`config.mk`:
```
export PLATFORM = sky130hd
export DESIGN_NAME = shift_fifo_flat
export DESIGN_NICKNAME = d
export VERILOG_FILES = /design/src/rtl/shift_fifo_pkg.sv /design/src/rtl/shift_fifo_if.sv /design/src/rtl/shift_fifo_slot.sv /design/src/rtl/shift_fifo.sv /design/src/flat_wrapper.sv
export SDC_FILE = /design/constraint.sdc
export NUM_CORES = 1
export LEC_CHECK = 0
export ABC_CLOCK_PERIOD_IN_PS = 2500
export CAP_MARGIN = 25
export CELL_PAD_IN_SITES_DETAIL_PLACEMENT = 0
export CELL_PAD_IN_SITES_GLOBAL_PLACEMENT = 2
export CORE_ASPECT_RATIO = 0.5
export CORE_MARGIN = 2
export CORE_UTILIZATION = 31
export CTS_CLUSTER_SIZE = 24
export DETAILED_ROUTE_END_ITERATION = 16
export PLACE_DENSITY = 0.81
export SYNTH_ARGS = -nofsm -noshare
export SYNTH_HDL_FRONTEND = slang
export SYNTH_SLANG_ARGS = --single-unit
```
`constraint.sdc`:
```
create_clock -name clk -period 2.5 [get_ports clk]
set_clock_uncertainty 0.15 [all_clocks]
set_input_delay 0.5 -clock clk [delete_from_list [all_inputs] [get_ports clk]]
set_output_delay 0.5 -clock clk [all_outputs]
set_load 0.01 [all_outputs]
```
`src/rtl/shift_fifo_pkg.sv`:
```
// ============================================================================
// Module : shift_fifo_pkg
// Brief  : Shared constants for the shifting-register FIFO slice.
// Rev    : 1.0  initial release
// ============================================================================
`default_nettype none

package shift_fifo_pkg;

   localparam int c_core_data_width = 32;
   localparam int c_fifo_depth      = 4;

endpackage

`default_nettype wire

```
`src/rtl/shift_fifo_if.sv`:
```
// ============================================================================
// Module : shift_fifo_if
// Brief  : Push/pop handshake bundle for shift_fifo; slave = FIFO side.
// Rev    : 1.0  initial release
// ============================================================================
`default_nettype none

interface shift_fifo_if
   import shift_fifo_pkg::*;
#(
   parameter int WIDTH = c_core_data_width,
   parameter int DEPTH = c_fifo_depth
);

   logic                       flush;
   logic                       push_valid;
   logic                       push_ready;
   logic [WIDTH-1:0]           push_data;
   logic                       pop_valid;
   logic                       pop_ready;
   logic [WIDTH-1:0]           pop_data;
   logic [$clog2(DEPTH+1)-1:0] count;
   logic                       full;
   logic                       empty;

   modport master (
      output flush, push_valid, push_data, pop_ready,
      input  push_ready, pop_valid, pop_data, count, full, empty
   );

   modport slave (
      input  flush, push_valid, push_data, pop_ready,
      output push_ready, pop_valid, pop_data, count, full, empty
   );

endinterface

`default_nettype wire

```
`src/rtl/shift_fifo_slot.sv`:
```
// ============================================================================
// Module : shift_fifo_slot
// Brief  : One FIFO entry: clear / load / shift-in / hold.
// Rev    : 1.0  initial release
// ============================================================================
`default_nettype none

module shift_fifo_slot
   import shift_fifo_pkg::*;
#(
   parameter int WIDTH = c_core_data_width
) (
   input  wire logic             clk,
   input  wire logic             reset,
   input  wire logic             i_clear,
   input  wire logic             i_load,
   input  wire logic             i_shift,
   input  wire logic [WIDTH-1:0] i_load_data,
   input  wire logic [WIDTH-1:0] i_shift_data,
   output logic      [WIDTH-1:0] o_data
);

   logic [WIDTH-1:0] r_data;

   // A load wins over a shift: on push&pop the tail slot takes the new word.
   always_ff @(posedge clk) begin
      if (reset || i_clear) begin
         r_data <= '0;
      end else if (i_load) begin
         r_data <= i_load_data;
      end else if (i_shift) begin
         r_data <= i_shift_data;
      end
   end

   assign o_data = r_data;

endmodule

`default_nettype wire

```
`src/rtl/shift_fifo.sv`:
```
// ============================================================================
// Module : shift_fifo
// Brief  : Shifting-register FIFO; head word always lives in slot 0.
// Rev    : 1.0  initial release
// ============================================================================
`default_nettype none

module shift_fifo
   import shift_fifo_pkg::*;
#(
   parameter int WIDTH = c_core_data_width,
   parameter int DEPTH = c_fifo_depth
) (
   input  wire logic   clk,
   input  wire logic   reset,
   shift_fifo_if.slave bus
);

   localparam int                   c_cnt_w    = $clog2(DEPTH + 1);
   localparam logic [c_cnt_w-1:0]   c_full_cnt = c_cnt_w'(DEPTH);
   localparam logic [c_cnt_w-1:0]   c_one      = c_cnt_w'(1);

   logic [c_cnt_w-1:0] r_count;
   logic [c_cnt_w-1:0] w_load_idx;
   logic [WIDTH-1:0]   w_regs [DEPTH];
   logic               w_full;
   logic               w_empty;
   logic               w_push;
   logic               w_pop;

   assign w_full  = (r_count == c_full_cnt);
   assign w_empty = (r_count == '0);
   assign w_push  = bus.push_valid & ~w_full;
   assign w_pop   = bus.pop_ready & ~w_empty;

   // With a concurrent pop the tail has already moved down one slot.
   assign w_load_idx = w_pop ? (r_count - c_one) : r_count;

   generate
      for (genvar i = 0; i < DEPTH; i++) begin : g_slot
         logic [WIDTH-1:0] w_shift_in;

         if (i == DEPTH - 1) begin : g_tail
            assign w_shift_in = '0;
         end else begin : g_body
            assign w_shift_in = w_regs[i+1];
         end

         shift_fifo_slot #(
            .WIDTH (WIDTH)
         ) u_slot (
            .clk          (clk),
            .reset        (reset),
            .i_clear      (bus.flush),
            .i_load       (w_push && (w_load_idx == c_cnt_w'(i))),
            .i_shift      (w_pop),
            .i_load_data  (bus.push_data),
            .i_shift_data (w_shift_in),
            .o_data       (w_regs[i])
         );
      end
   endgenerate

   always_ff @(posedge clk) begin
      if (reset || bus.flush) begin
         r_count <= '0;
      end else if (w_push && !w_pop) begin
         r_count <= r_count + c_one;
      end else if (w_pop && !w_push) begin
         r_count <= r_count - c_one;
      end
   end

   assign bus.push_ready = ~w_full;
   assign bus.pop_valid  = ~w_empty;
   assign bus.pop_data   = w_regs[0];
   assign bus.count      = r_count;
   assign bus.full       = w_full;
   assign bus.empty      = w_empty;

endmodule

`default_nettype wire

```
`src/flat_wrapper.sv`:
```
// flat-port wrapper written by rule: the top's interface ports become plain ports
module shift_fifo_flat import shift_fifo_pkg::*;
#(
   parameter int WIDTH = c_core_data_width,
   parameter int DEPTH = c_fifo_depth
)
  (clk, reset, bus_flush, bus_push_valid, bus_push_data, bus_pop_ready, bus_push_ready, bus_pop_valid, bus_pop_data, bus_count, bus_full, bus_empty);
  shift_fifo_if #(.WIDTH(WIDTH), .DEPTH(DEPTH)) bus_i ();
  input  wire logic clk;
  input  wire logic reset;
  input wire logic [$bits(bus_i.flush)-1:0] bus_flush;
  input wire logic [$bits(bus_i.push_valid)-1:0] bus_push_valid;
  input wire logic [$bits(bus_i.push_data)-1:0] bus_push_data;
  input wire logic [$bits(bus_i.pop_ready)-1:0] bus_pop_ready;
  output wire logic [$bits(bus_i.push_ready)-1:0] bus_push_ready;
  output wire logic [$bits(bus_i.pop_valid)-1:0] bus_pop_valid;
  output wire logic [$bits(bus_i.pop_data)-1:0] bus_pop_data;
  output wire logic [$bits(bus_i.count)-1:0] bus_count;
  output wire logic [$bits(bus_i.full)-1:0] bus_full;
  output wire logic [$bits(bus_i.empty)-1:0] bus_empty;
  assign bus_i.flush = bus_flush;
  assign bus_i.push_valid = bus_push_valid;
  assign bus_i.push_data = bus_push_data;
  assign bus_i.pop_ready = bus_pop_ready;
  assign bus_push_ready = bus_i.push_ready;
  assign bus_pop_valid = bus_i.pop_valid;
  assign bus_pop_data = bus_i.pop_data;
  assign bus_count = bus_i.count;
  assign bus_full = bus_i.full;
  assign bus_empty = bus_i.empty;
  shift_fifo #(.WIDTH(WIDTH), .DEPTH(DEPTH)) u_core (.clk(clk), .reset(reset), .bus(bus_i));
endmodule
```
### After elaboration in Yosys (flattened, before gate mapping)

Cells that the tools add are included.

* register bits: 131
* logic and storage cells: 42
* output and inout bits: 39

* reduce and logical (&&, ||, !) cells: 16
* mux-type cells: 11
* equal/unequal tests: 4
* add/subtract/negate cells: 2
* bitwise operators: 4

Operators by type and width (count)
* 32-bit two-way mux: 8
* 2-bit nonzero test: 5
* 3-bit two-way mux: 3
* 3-bit by 2-bit == test with 1-bit output (second input constant): 2
* 1-bit logical AND: 6
* 3-bit logical NOT: 2
* 3-bit by 1-bit adder with 3-bit output (second input constant): 1
* 3-bit by 1-bit == test with 1-bit output (second input constant): 1
* 3-bit == test (second input constant): 1
* 3-bit by 1-bit subtractor with 3-bit output (second input constant): 1
* 1-bit bitwise AND: 2
* 1-bit logical NOT: 2
* 1-bit NOT: 2
* 1-bit logical OR: 1

### Longest topological paths before layout

* depth after elaboration: 7
* depth in mapped cells: 11
* gate-level depth less buffers: 9

### Hierarchy

Synthesis repeated with hierarchy kept, for this count alone.

* cells, all modules: 615
* area total of the unflattened synthesis: 7363.3 µm²

Modules (own cells, without submodules)
* shift_fifo_slot: instances 4, area each 1756.7 µm², cells an instance 143, sequential area each 640.6 µm²
* shift_fifo: instances 1, area each 336.6 µm², cells an instance 43, sequential area each 60.1 µm²

### Worst setup path after synthesis

No wires, ideal clock.

* path kind: reg-to-reg
* start: register u_core.r_count[0] (netlist: u_core.bus.count[0])
* end: register u_core.r_count[2] (netlist: u_core.bus.count[2])
* slack: -1 ps
* arrival time: 2281 ps
* period minus slack after synthesis: 2501 ps
* data required time: 2279 ps
* cell stages (with the launch flop): 10
* path through: dfxtp_1 inv_2 ha_1 nand2b_4 buf_2 nand2_1 clkbuf_1 ha_1 or3_1 a21oi_1

* cells in the longest elaborated chain, start to end: 6

RTL lines
* start: declaration: RTL line shift_fifo.sv:23 `logic [c_cnt_w-1:0] r_count;`
* start signal: assignment: RTL line shift_fifo.sv:68 `r_count <= r_count + c_one;`
* start signal: assignment: RTL line shift_fifo.sv:70 `r_count <= r_count - c_one;`
* branches (longest 6 deep; another with 3-bit by 1-bit subtractor with 3-bit output)

Parallel ways; which one is timed is not known. The select of a mux whose other input is x is not followed.
A chain may end at the register's enable or synchronous reset.

### Final worst setup path

* start: register u_core.r_count[1] (netlist: u_core.bus.count[1])
* end: output port bus_full

* cells in the longest elaborated chain, start to end: 1

RTL lines
* 3-bit == test: RTL line shift_fifo.sv:31 `assign w_full = (r_count == c_full_cnt);`
* end: declaration: RTL line flat_wrapper.sv:19 `output wire logic [$bits(bus_i.full)-1:0] bus_full;`

No other way between the ends.

==> results_dict.tcl <==
set metrics [dict create \
    status "complete, no violations" \
    synth_compound_area_share_pct 19.67 \
    hold_path_class "reg2reg" \
    die_h_um 107.1 \
    fillers 2074 \
    layout_commonest_cell "dfxtp_1" \
    synthXorXnorAreaFrac_pct 0.2658 \
    cp_max_fo 4 \
    cts_max_level 4 \
    p_leak_nw 3.106 \
    syn-cell-area_um2 6590 \
    start_kind "flop" \
    synthMuxAreaShare_pct 19.94 \
    clk_pin_slew_ns 0.06 \
    dieArea_um2 22510 \
    wire_per_inst_um 17.21 \
    drc 0 \
    std_cell_rows 37 \
    ys_ff_latch 131 \
    syn_nets 771 \
    avgSynthCellArea_um2 9.027 \
    path_class "reg2out" \
    grtUsageTotal_pct 16.30 \
    syn_to_final_growth_pct 25.27 \
    drive_gt1_share_pct 8.801 \
    synth_top_area_share_pct 39.79 \
    drt_wl_total_um 18190 \
    critPathTopFamily "buffers and inverters" \
    wl_met1_um 8974 \
    relSlewSlack_pct 59.36 \
    cp_cell_sequence "inv_1 > ha_4 > nand2_1 > inv_1 > clkdlybuf4s50_1" \
    n_antenna_cell 0 \
    drt-initial-drc-count 431 \
    cpMostUsedCell "inv_1" \
    dieWidth_um 210.2 \
    yosys_warnings 0 \
    drt_pass1_iterations 5 \
    cts.sinks 131 \
    grt_pass1_vias 5392 \
    fin_cells 1057 \
    dpl_cell_area_um2 7597 \
    ant_nets 0 \
    gp_congestion 0.7376 \
    initial_core_util_pct 31.85 \
    synth_top_family_by_area "multiplexers" \
    ios 76 \
    synthSimpleGateAreaFrac_pct 13.42 \
    post-route-util_pct 39.89 \
    coreArea_um2 20690 \
    rsz0062_at_grt "no" \
    highest_layer "met4" \
    yosys-top-cells-area "dfxtp_1 (40%), mux2i_1 (20%), a21o_1 (11%), nand3_1 (9.7%), o21ai_0 (7.4%)" \
    finalSetupViolCount 0 \
    routed-wl-met2_um 8425 \
    critPathMaxStageDelay_ns 0.52 \
    synthAdderAreaFrac_pct 0.7594 \
    crit_required_ns 1.85 \
    portBuffers 75 \
    tritoncts "yes" \
    ir_worst_vdd_v 0.0003428 \
    vias 5551 \
    grt_max_degree 91 \
    maxCapViolCount 0 \
    nets 812 \
    end_kind "output port" \
    grt_first_pass_wirelength_um 29210 \
    clockRootBuffer "clkbuf_16" \
    clk_latency_ns 0.41 \
    critPathArrivalTime_ns 1.75 \
    powerDensity_nw_per_um2 716.4 \
    synth-seq-area-share_pct 39.79 \
    cp_slowest_cell "clkdlybuf4s50_1" \
    route.met3.wl_um 612 \
    cts_buffers 17 \
    place_inst 1025 \
    cts_buffer_depth 2 \
    final_max_slew_viol_count 0 \
    final_cell_area_um2 8255 \
    hold_viol 0 \
    layout_min_cycle_time_ns 2.398 \
    crit_buf_inv 3 \
    via_per_inst 5.252 \
    holdWs_ns 0.3198 \
    antenna_found_initial 0 \
    fin_crit_sh_pct 95.93 \
    synth_cell_types 32 \
    synth_top_area_cell "dfxtp_1" \
    max_freq_ghz 0.4170 \
    synthCells 730 \
    dp_hpwl_um 10470 \
    final_cell_mix "dfxtp_1 (130), mux2i_1 (129), nand3_1 (128)" \
    fin_setup_tns_ns 0 \
    worst_pin_slew_ns 0.6096 \
    overflow 0 \
]
-- through the flow --
| stage | power [mW] | setup WS, ns |
|---|---|---|
| floorplan | 2.846 | 0.1061 |
| global placement | 3.228 | 0.1921 |
| global route | 6.132 | 0.001731 |
| CTS | 5.971 | 0.03024 |
| finish | 5.914 | 0.1018 |
| detailed placement | 3.231 | 0.1324 |
-- worst paths after layout --
check                                                          end  slack [ns]                                from  depth (start not counted)
worst max-delay path                                      bus_full        0.10                 u_core.bus.count[1]                          5
worst min-delay path            u_core.g_slot[3].u_slot.o_data[10]        0.32  u_core.g_slot[3].u_slot.o_data[10]                          2
worst max register to register   u_core.g_slot[2].u_slot.o_data[9]        0.24                 u_core.bus.count[1]                          8
worst min register to register  u_core.g_slot[3].u_slot.o_data[10]        0.32  u_core.g_slot[3].u_slot.o_data[10]                          2
-- state kept, by name, indices dropped and copies added (netlist names) --
register                     count
u_core.g_slot.u_slot.o_data    128
u_core.bus.count                 3
-- final cells by class --
type | count | area [µm²] | area share [%]
Timing Repair Buffer | 97 | 1023 | 12.40
Clock buffer | 19 | 442.9 | 5.365
Tap cell | 273 | 341.6 | 4.138
Multi-Input combinational cell | 519 | 3600 | 43.60
Clock inverter | 13 | 197.7 | 2.395
Inverter | 5 | 26.28 | 0.3183
Sequential cell | 131 | 2624 | 31.78
-- metal layers --
| layer | track usage, % | vias to the layer above |
|---|---|---|
| met2 | 26.68 | 109 |
| met5 | 0 | - |
| li1 | - | 2707 |
| met1 | 22.12 | 2723 |
| met4 | 5.218 | 0 |
| met3 | 2.490 | 12 |
-- worst min-delay path, cell delays in order, from the launching register on --
cell and delay [ns]:
dfxtp_1 0.31, nand3_1 0.06, mux2i_1 0.06
-- cells by family (layout without fill, tap and decap cells) --
group / count (synthesis) / count (layout)
compound gates: 205 / 205
simple gates: 178 / 178
flops: 131 / 131
mux: 130 / 130
buf+inv: 80 / 134
fa+ha+maj: 4 / 4
xor+xnor: 2 / 2
-- Yosys cell counts --
| master | instances |
|---|---|
| or3_1 | 1 |
| xor2_1 | 2 |
| nand2_1 | 36 |
| mux2i_4 | 1 |
| and2_1 | 1 |
| o21ai_0 | 97 |
| nand2b_1 | 1 |
| nand3b_1 | 1 |
| buf_4 | 10 |
| o21a_1 | 2 |
| a21o_1 | 96 |
| buf_6 | 5 |
| a21oi_1 | 2 |
| nor2_1 | 4 |
| a211oi_1 | 4 |
| buf_1 | 2 |
| clkbuf_1 | 46 |
| mux2i_1 | 129 |
| nand2b_4 | 1 |
| buf_12 | 1 |
| nand3_1 | 128 |
| and4_1 | 1 |
| buf_2 | 11 |
| inv_2 | 3 |
| or2_2 | 1 |
| inv_1 | 2 |
| nor3_1 | 1 |
| nor4_2 | 1 |
| nor4_4 | 1 |
| ha_1 | 4 |
| dfxtp_1 | 131 |
| o21ai_2 | 4 |
-- repair_timing --
action	4_1_cts	5_1_grt
cloned	0	0
setup endpoints to repair	3	1
buffers inserted	0	0
hold buffers	0	0
resized for setup	6	1
hold endpoints to repair	0	0
-- power breakdown --
part,internal [mW],switching [mW],leakage (nW)
Combinational,0.357,0.666,1.74
Clock,1.72,1.00,0.303
Sequential,2.14,0.0276,1.06
Total,4.22,1.70,3.11
(Power assumes the default switching activity.)
